<file path="config.mk">
export PLATFORM = sky130hd
export DESIGN_NAME = vx_tex_fetch
export DESIGN_NICKNAME = d
export VERILOG_FILES = /design/src/rtl/vx_tex_fetch.sv
export SDC_FILE = /design/constraint.sdc
export NUM_CORES = 2
export LEC_CHECK = 0
export BUFFER_PORTS_ARGS = -buffer_cell sky130_fd_sc_hd__buf_2
export CAP_MARGIN = 10
export CORE_AREA = 5 5 538 540
export CTS_CLUSTER_DIAMETER = 200
export CTS_CLUSTER_SIZE = 12
export DETAILED_ROUTE_END_ITERATION = 8
export DIE_AREA = 0 0 543 545
export GPL_TIMING_DRIVEN = 0
export MAX_ROUTING_LAYER = met4
export REMOVE_ABC_BUFFERS = 1
export SLEW_MARGIN = 20
export SYNTH_ARGS = -nofsm -noshare
export SYNTH_HDL_FRONTEND = slang
export SYNTH_SLANG_ARGS = --single-unit
</file>
<file path="constraint.sdc">
create_clock -name clk -period 4.2 [get_ports clk]
set_input_delay 0.63 -clock clk [delete_from_list [all_inputs] [get_ports clk]]
set_output_delay 0.63 -clock clk [all_outputs]
set_load 0.1 [all_outputs]
</file>
<file path="src/rtl/vx_tex_fetch.sv">
// vx_tex_fetch: issues word reads for per-lane texels, gathers tagged responses in any order, extracts texels.
// Build option TEX_FETCH_DEDUP_EN: bilinear texels sharing a word address within a lane reuse one read.
module vx_tex_fetch #(
    parameter int CORE_ID   = 0,
    parameter int NUM_REQS  = 4,
    parameter int REQ_INFOW = 1,
    parameter int BLEND_W   = 8,
    localparam int TAGW     = $clog2(NUM_REQS) + 2
) (
    input  logic                          clk,
    input  logic                          reset,
    input  logic                          req_valid,
    input  logic [NUM_REQS-1:0]           req_tmask,
    input  logic                          req_filter,
    input  logic [1:0]                    req_lgstride,
    input  logic [NUM_REQS*32-1:0]        req_baseaddr,
    input  logic [NUM_REQS*4*32-1:0]      req_addr,
    input  logic [NUM_REQS*2*BLEND_W-1:0] req_blends,
    input  logic [REQ_INFOW-1:0]          req_info,
    output logic                          req_ready,
    output logic                          mem_req_valid,
    output logic [29:0]                   mem_req_addr,
    output logic [TAGW-1:0]               mem_req_tag,
    input  logic                          mem_req_ready,
    input  logic                          mem_rsp_valid,
    input  logic [31:0]                   mem_rsp_data,
    input  logic [TAGW-1:0]               mem_rsp_tag,
    output logic                          mem_rsp_ready,
    output logic                          rsp_valid,
    output logic [NUM_REQS-1:0]           rsp_tmask,
    output logic                          rsp_filter,
    output logic [NUM_REQS*2*BLEND_W-1:0] rsp_blends,
    output logic [REQ_INFOW-1:0]          rsp_info,
    output logic [NUM_REQS*4*32-1:0]      rsp_texels,
    input  logic                          rsp_ready
);
    localparam int NSLOT = NUM_REQS * 4;
    localparam int CNTW  = $clog2(NSLOT + 1);

    typedef enum logic [1:0] { IDLE, ISSUE, WAIT, DONE } state_t;
    state_t state_q, state_d;

    logic [NSLOT-1:0] pending_q, pending_d, pending_init;
    logic [NSLOT-1:0] issue_onehot, rsp_hit;
    logic [31:0]      addr_q    [NSLOT];
    logic [31:0]      addr_init [NSLOT];
    logic [1:0]       lgstride_q;
    logic [CNTW-1:0]  outstanding_q, outstanding_d;
    logic [TAGW-1:0]  issue_idx;
    logic             req_fire, issue_fire, rsp_fire;

    function automatic logic [31:0] extract(input logic [31:0] data, input logic [1:0] off,
                                            input logic [1:0] lgs);
        logic [31:0] w;
        w = data >> {off, 3'b000};
        case (lgs)
            2'd0:    return {24'd0, w[7:0]};
            2'd1:    return {16'd0, w[15:0]};
            default: return w;
        endcase
    endfunction

    assign req_ready     = (state_q == IDLE);
    assign req_fire      = req_valid && req_ready;
    assign mem_req_valid = (state_q == ISSUE) && (pending_q != '0);
    assign issue_fire    = mem_req_valid && mem_req_ready;
    assign mem_rsp_ready = (state_q == ISSUE) || (state_q == WAIT);
    assign rsp_fire      = mem_rsp_valid && mem_rsp_ready;
    assign rsp_valid     = (state_q == DONE);
    assign mem_req_addr  = addr_q[issue_idx][31:2];
    assign mem_req_tag   = issue_idx;

    always_comb begin
        for (int j = 0; j < NSLOT; j++) begin
            addr_init[j] = req_baseaddr[(j/4)*32 +: 32] + req_addr[j*32 +: 32];
        end
    end

`ifdef TEX_FETCH_DEDUP_EN
    logic [NSLOT-1:0] alias_q, alias_init;
    logic [1:0]       src_q    [NSLOT];
    logic [1:0]       src_init [NSLOT];

    // descending scan so the earliest matching texel of the lane becomes the source
    always_comb begin
        alias_init = '0;
        for (int j = 0; j < NSLOT; j++) src_init[j] = 2'd0;
        for (int l = 0; l < NUM_REQS; l++) begin
            for (int t = 1; t < 4; t++) begin
                for (int i = t - 1; i >= 0; i--) begin
                    if (req_filter && addr_init[l*4+t][31:2] == addr_init[l*4+i][31:2]) begin
                        alias_init[l*4+t] = 1'b1;
                        src_init[l*4+t]   = 2'(i);
                    end
                end
            end
        end
    end

    always_ff @(posedge clk or negedge reset) begin
        if (!reset) begin
            alias_q <= '0;
            for (int j = 0; j < NSLOT; j++) src_q[j] <= 2'd0;
        end else if (req_fire) begin
            alias_q <= alias_init;
            src_q   <= src_init;
        end
    end

    always_comb begin
        for (int j = 0; j < NSLOT; j++) begin
            pending_init[j] = req_tmask[j/4] && (req_filter || (j % 4) == 0) && !alias_init[j];
            rsp_hit[j]      = (mem_rsp_tag == TAGW'(j)) ||
                              (alias_q[j] && mem_rsp_tag == (TAGW'((j / 4) * 4) | TAGW'(src_q[j])));
        end
    end
`else
    always_comb begin
        for (int j = 0; j < NSLOT; j++) begin
            pending_init[j] = req_tmask[j/4] && (req_filter || (j % 4) == 0);
            rsp_hit[j]      = (mem_rsp_tag == TAGW'(j));
        end
    end
`endif

    always_comb begin
        issue_idx = '0;
        for (int i = NSLOT - 1; i >= 0; i--) begin
            if (pending_q[i]) issue_idx = TAGW'(i);
        end
    end

    always_comb begin
        state_d       = state_q;
        pending_d     = pending_q;
        outstanding_d = outstanding_q;
        issue_onehot  = '0;
        if (issue_fire) begin
            issue_onehot[issue_idx] = 1'b1;
            pending_d = pending_q & ~issue_onehot;
        end
        if (req_fire) pending_d = pending_init;
        if (issue_fire && !rsp_fire) begin
            outstanding_d = outstanding_q + 1'b1;
        end else if (!issue_fire && rsp_fire && outstanding_q != '0) begin
            outstanding_d = outstanding_q - 1'b1;
        end
        case (state_q)
            IDLE:    if (req_valid) state_d = ISSUE;
            ISSUE:   if (pending_d == '0) state_d = (outstanding_d == '0) ? DONE : WAIT;
            WAIT:    if (outstanding_d == '0) state_d = DONE;
            DONE:    if (rsp_ready) state_d = IDLE;
            default: state_d = IDLE;
        endcase
    end

    always_ff @(posedge clk or negedge reset) begin
        if (!reset) begin
            state_q       <= IDLE;
            pending_q     <= '0;
            outstanding_q <= '0;
            lgstride_q    <= '0;
            rsp_tmask     <= '0;
            rsp_filter    <= 1'b0;
            rsp_blends    <= '0;
            rsp_info      <= '0;
            rsp_texels    <= '0;
            for (int j = 0; j < NSLOT; j++) addr_q[j] <= '0;
        end else begin
            state_q       <= state_d;
            pending_q     <= pending_d;
            outstanding_q <= outstanding_d;
            if (req_fire) begin
                lgstride_q <= req_lgstride;
                rsp_tmask  <= req_tmask;
                rsp_filter <= req_filter;
                rsp_blends <= req_blends;
                rsp_info   <= req_info;
                rsp_texels <= '0;
                addr_q     <= addr_init;
            end else if (rsp_fire) begin
                for (int j = 0; j < NSLOT; j++) begin
                    if (rsp_hit[j]) begin
                        rsp_texels[j*32 +: 32] <= extract(mem_rsp_data, addr_q[j][1:0], lgstride_q);
                    end
                end
            end
        end
    end

endmodule
</file>
; ---- Word-level counts from Yosys, hierarchy flattened
; Index checks and enable logic that the tools add are counted.
[op_classes]
n_addsub = 18
order_cmp = 3
eq_ne = 23
shifts = 16
n_mux = 65
bitwise = 3
reduce_logical = 56
[op_table]
columns = operator, count
row1 = $mux 512, 2
row2 = $pmux 32 s2, 16
row3 = $mux 32, 18
row4 = $add 32x32->32, 16
row5 = $shr 32x5->32, 16
row6 = $bmux 32 s4, 1
row7 = $mux 4, 16
row8 = $reduce_bool 2->1, 17
row9 = $eq 4x4->1 const B, 8
row10 = $mux 16, 2
row11 = $reduce_and 2->1, 16
row12 = $and 16x16->16, 1
row13 = $eq 4x3->1 const B, 4
row14 = $logic_not 16->1, 1
row15 = $not 16->16, 1
row16 = $reduce_bool 16->1, 1
row17 = $logic_and 1x1->1, 12
row18 = $mux 5, 2
row19 = $eq 4x2->1 const B, 2
row20 = $mux 2, 4
row21 = $pmux 2 s4, 1
row22 = $ne 2x1->1 const B, 3
row23 = $add 5x1->5 const B, 1
row24 = $ge 5x5->1 const B, 1
row25 = other kinds (17), 22
[word_totals]
reg_bits = 1119
inputBits = 754
output_inout_bits = 620
elab_cells = 224

; ---- Longest topological paths before layout
[logic_depth]
depth_word = 27
mapped_depth = 14
ltp_nobuf = 14

; ---- Worst setup path before layout
; OpenSTA, ideal clock, no wires.
[synth_path]
path_type = flip-flop to output port
from = register pending_q[1]
to = output mem_req_addr[0]
t_arrival_ps = 3928
required_ps = 3570
path_slack_ps = -358
stages_incl_launch_ff = 9
n_path_buf = 2
cell_sequence = dfrtp_1 buf_2 nor4_1 nand2_1 a21oi_1 nor2_1 clkbuf_1 nand3_1 nand4_1
[synth_between]
elab_chain_len = 6
[synth_lines]
columns = item, line
row1 = from (decl), 43  ; logic [NSLOT-1:0] pending_q, pending_d, pending_init;
row2 = from (signal assigned), 171  ; pending_q <= pending_d;
row3 = $mux 4 (2 in series), 129  ; if (pending_q[i]) issue_idx = TAGW'(i);
row4 = net mem_req_tag[3], 23  ; output logic [TAGW-1:0] mem_req_tag,
row5 = $not 4->5 (not written as such), 70  ; assign mem_req_addr = addr_q[issue_idx][31:2];
row6 = $bmux 32 s4, 70
row7 = $mux 32 (not written as such) (2 in series), 70
row8 = to (decl), 22  ; output logic [29:0] mem_req_addr,
; The timed path passes the listed nets, and every way through them passes these cells. The select of a mux whose other input is x is not followed.

; ---- Worst setup path after layout
[layout_path]
from = register pending_q[5]
to = output mem_req_addr[17]
[layout_between]
elab_chain_len = 10
[layout_lines]
columns = item, line
row1 = $mux 4 (6 in series), 129
row2 = $not 4->5 (not written as such), 70
row3 = $bmux 32 s4, 70
row4 = $mux 32 (not written as such) (2 in series), 70
; Every way passes these cells. The select of a mux whose other input is x is not followed.

==> out/summary.txt <==
Total Wirelength: 363 mm
minimum setup slack after placement: -1170 ps
CTS Buffer Depth: 4
max-cap viol count: 0
relative slew slack: 0.199
CP Class: register to output pin
vias per cell: 5.24
layout cells sized above 1: 0.196
H-tree Lvls: 3
number of synthesized flops with an enable pin: 0
RSZ-0062 raised after global routing: true
nets: 11100
fin. max-slew vios: 0
TritonCTS clock tree: yes
Root Buffer: clkbuf_16
element type at the critical path end: output pin
setup TNS: -7460 ps
CP most frequent cell: buf_16
ys async rst share: 1.00
Fmax: 0.215 GHz
global-route wire length before repair: 501 mm
antenna violations before repair: 88
Primary FF master, synth: dfrtp_1
critical path's slowest cell: dfrtp_1
Ys Warns: 0
vias in the first global route: 67600
post-route insts no fill: 13700
slowest cell delay on critical path: 370 ps
Pleak: 45.4 nW
peak supply drop: 2.42 mV
worst skew pair latency: 840 ps
WP data arrival: 4030 ps
Setup Viol. Count Final: 24
CTS clk-pin slew, worst paths: 70 ps
final hold violation count: 0
power density over cell area: 849 nW/um^2
Core Rows: 196
drt pass-1 iters: 5
failing checks: setup timing
worst hold margin: 90.8 ps
core area: 284000 sq um
fin crit period: 4660 ps
PnR worst setup slack: -455 ps
largest net degree at the start of global routing: 126
Num CTS Buffers: 109
Post-DP Area: 87300 sq um
synthesized area: 74700 sq um
area growth from synthesis to layout: 25.4%
Die X: 543 um
initial DRC count: 6250
syn_area_per_cell: 8.67 sq um
Hold WC Path Type: input port to register
Startpoint Class: register
DIE AREA: 296000 sq um
Detail Route Antenna Nets: 0
GPL Wtd Cong: 0.947
worst path required time: 3570 ps
post-synthesis sequential area ratio: 0.375
die height: 545 um
via count: 71800
Synth Register Bits: 1119
worst path cell trace: inv_2 > a2111oi_4 > o21a_1 > nor2_4 > a21oi_4 > buf_12 > buf_16 > buf_16 > buf_16 > buf_4 > buf_16 > buf_6 > mux2i_2 > nand2_1 > nand3_4 > nand4_1 > buf_12
I/O pin cnt: 1374
CP max FO: 4
HPWL after DPL: 277 mm
outcome: complete, but fails checks
clock sinks: 1119
Yosys cell types: 89
Mapped Cells: 8613
Congestion Overflow GR: 0
DR DRC count: 0
Final Skew: 71.6 ps
Total Routing Usage GR: 0.238
Tcrit/Tclk final: 1.11
effective utilization at floorplan: 0.263
WL/cell: 26.5 um
Slew @ Worst Pin: 1170 ps
Port-buffer cells: 1373
Post-Place Cells: 13300
final instance area: 93600 sq um
## per-stage QoR
step | power, mW | util
floorplan | 46.2 | -
global placement | 51.5 | 0.296
detailed placement | 64.0 | 0.308
CTS | 78.8 | 0.326
global route | 83.4 | 0.330
finish | 79.5 | 0.330
## registers in the layout, summed over array words and instances, names as in the netlist
name           cells
state_q            2
outstanding_q      5
rsp_texels       512
rsp_filter         1
lgstride_q         2
rsp_info           1
addr_q           512
rsp_blends        64
rsp_tmask          4
pending_q         16
## critical path: cells and delay by family, from the launching register on
family	cells	cell delay (ps)
multiplexers	1	200
AND/OR/NAND/NOR	4	550
AO/OA/AOI/OAI	3	790
buffers and inverters	9	1230
flip-flops	1	370
## area by class of cell
type,instances,area (sq um)
diodes,84,210
clock buffers,125,2790
clock inverters,9,129
fillers,29800,190000
inverters,140,552
multi-input cells,6809,45300
flip-flops and latches,1119,28000
well taps,3762,4710
repair buffers,1648,11800
repair inverters,2,32.5
## where the power goes
| part | leakage (nW) | switching [mW] | internal, mW |
|---|---|---|---|
| Combinational | 29.4 | 36.7 | 15.8 |
| Sequential | 14.6 | 3.26 | 14.4 |
| Clock | 1.42 | 4.70 | 4.66 |
| Total | 45.4 | 44.6 | 34.9 |
## cells in the final DEF, fill, tap and decap left out, types with 36 or more instances in the layout
cell | synthesis | routed
xor2_1 | 240 | 240
nand4_1 | 57 | 57
o21a_1 | 54 | 54
nor2b_1 | 194 | 188
dfrtp_1 | 1119 | 1091
clkbuf_16 | 0 | 116
nor2_1 | 480 | 470
and3_1 | 46 | 46
a21oi_1 | 638 | 624
o21bai_1 | 57 | 57
a211oi_1 | 280 | 277
mux2i_1 | 499 | 478
ha_1 | 502 | 499
buf_2 | 12 | 1325
diode_2 | 0 | 84
buf_16 | 0 | 80
o21ai_0 | 765 | 763
o31ai_1 | 180 | 177
a22o_1 | 122 | 122
xnor2_1 | 207 | 207
nand3_4 | 0 | 36
nor3_1 | 56 | 55
nand2_1 | 1482 | 1469
inv_1 | 139 | 138
nand2b_1 | 70 | 69
dlygate4sd3_1 | 0 | 72
nand3_1 | 194 | 140
buf_12 | 0 | 52
buf_4 | 0 | 75
a31oi_1 | 53 | 47
a21o_1 | 241 | 241
## Yosys cell counts (54+ instances only)
cell type / count / share of area
xnor2_1: 207 / 0.024
nor3_1: 56 / 0.0038
o21ai_0: 765 / 0.051
a22o_1: 122 / 0.014
dfrtp_1: 1119 / 0.38
nand3_1: 194 / 0.013
o21a_1: 54 / 0.0054
a21o_1: 241 / 0.024
clkbuf_1: 469 / 0.024
buf_1: 66 / 0.0033
a211oi_1: 280 / 0.028
inv_1: 139 / 0.0070
nor2_1: 480 / 0.024
nand4_1: 57 / 0.0048
nor2b_1: 194 / 0.016
a21oi_1: 638 / 0.043
o21bai_1: 57 / 0.0057
nand2b_1: 70 / 0.0059
xor2_1: 240 / 0.028
mux2i_1: 499 / 0.067
ha_1: 502 / 0.084
o31ai_1: 180 / 0.018
nand2_1: 1482 / 0.075
## logic make-up (layout without fill, tap and decap cells)
kind of cell	after synthesis	in the layout	synth area share
and+or+nand+nor	2719	2721	0.159
AOI/OAI and AO/OA	2617	2617	0.222
other	0	84	0
DFF	1119	1119	0.375
buffers and inverters	687	1924	0.0347
adders and majority gates	518	518	0.0884
muxes	506	506	0.0680
xor gates and xnor gates	447	447	0.0524
## timing repair
item / 4_1_cts / 5_1_grt
cloned: 9 / 8
hold endpoints to repair: 142 / 0
buffers inserted: 52 / 31
pin swaps: 33 / 41
hold buffers: 72 / 0
setup endpoints to repair: 156 / 123
gates resized for setup: 229 / 84
## path summary, 6_finish.rpt
kind	to	cells past startpoint	start	slack, ps
worst max-delay path	mem_req_addr[17]	17	pending_q[5]	-460
worst min-delay path	rsp_blends[24]	3	req_blends[24]	90
worst max register to register	addr_q[414]	14	state_q[1]	190
worst min register to register	rsp_blends[10]	2	rsp_blends[10]	470
max in group asynchronous	addr_q[334]	6	reset	1150
min in group asynchronous	rsp_texels[472]	2	reset	240
## layer usage
metal  track usage  part of all wire  up-vias
met3        0.0436             0.071      680
li1              -                 -    33300
met5             -                 0        -
met1         0.278              0.39    34900
met2         0.392              0.47     2923
met4         0.122             0.062        0
Power figures use the tool's default switching activity.
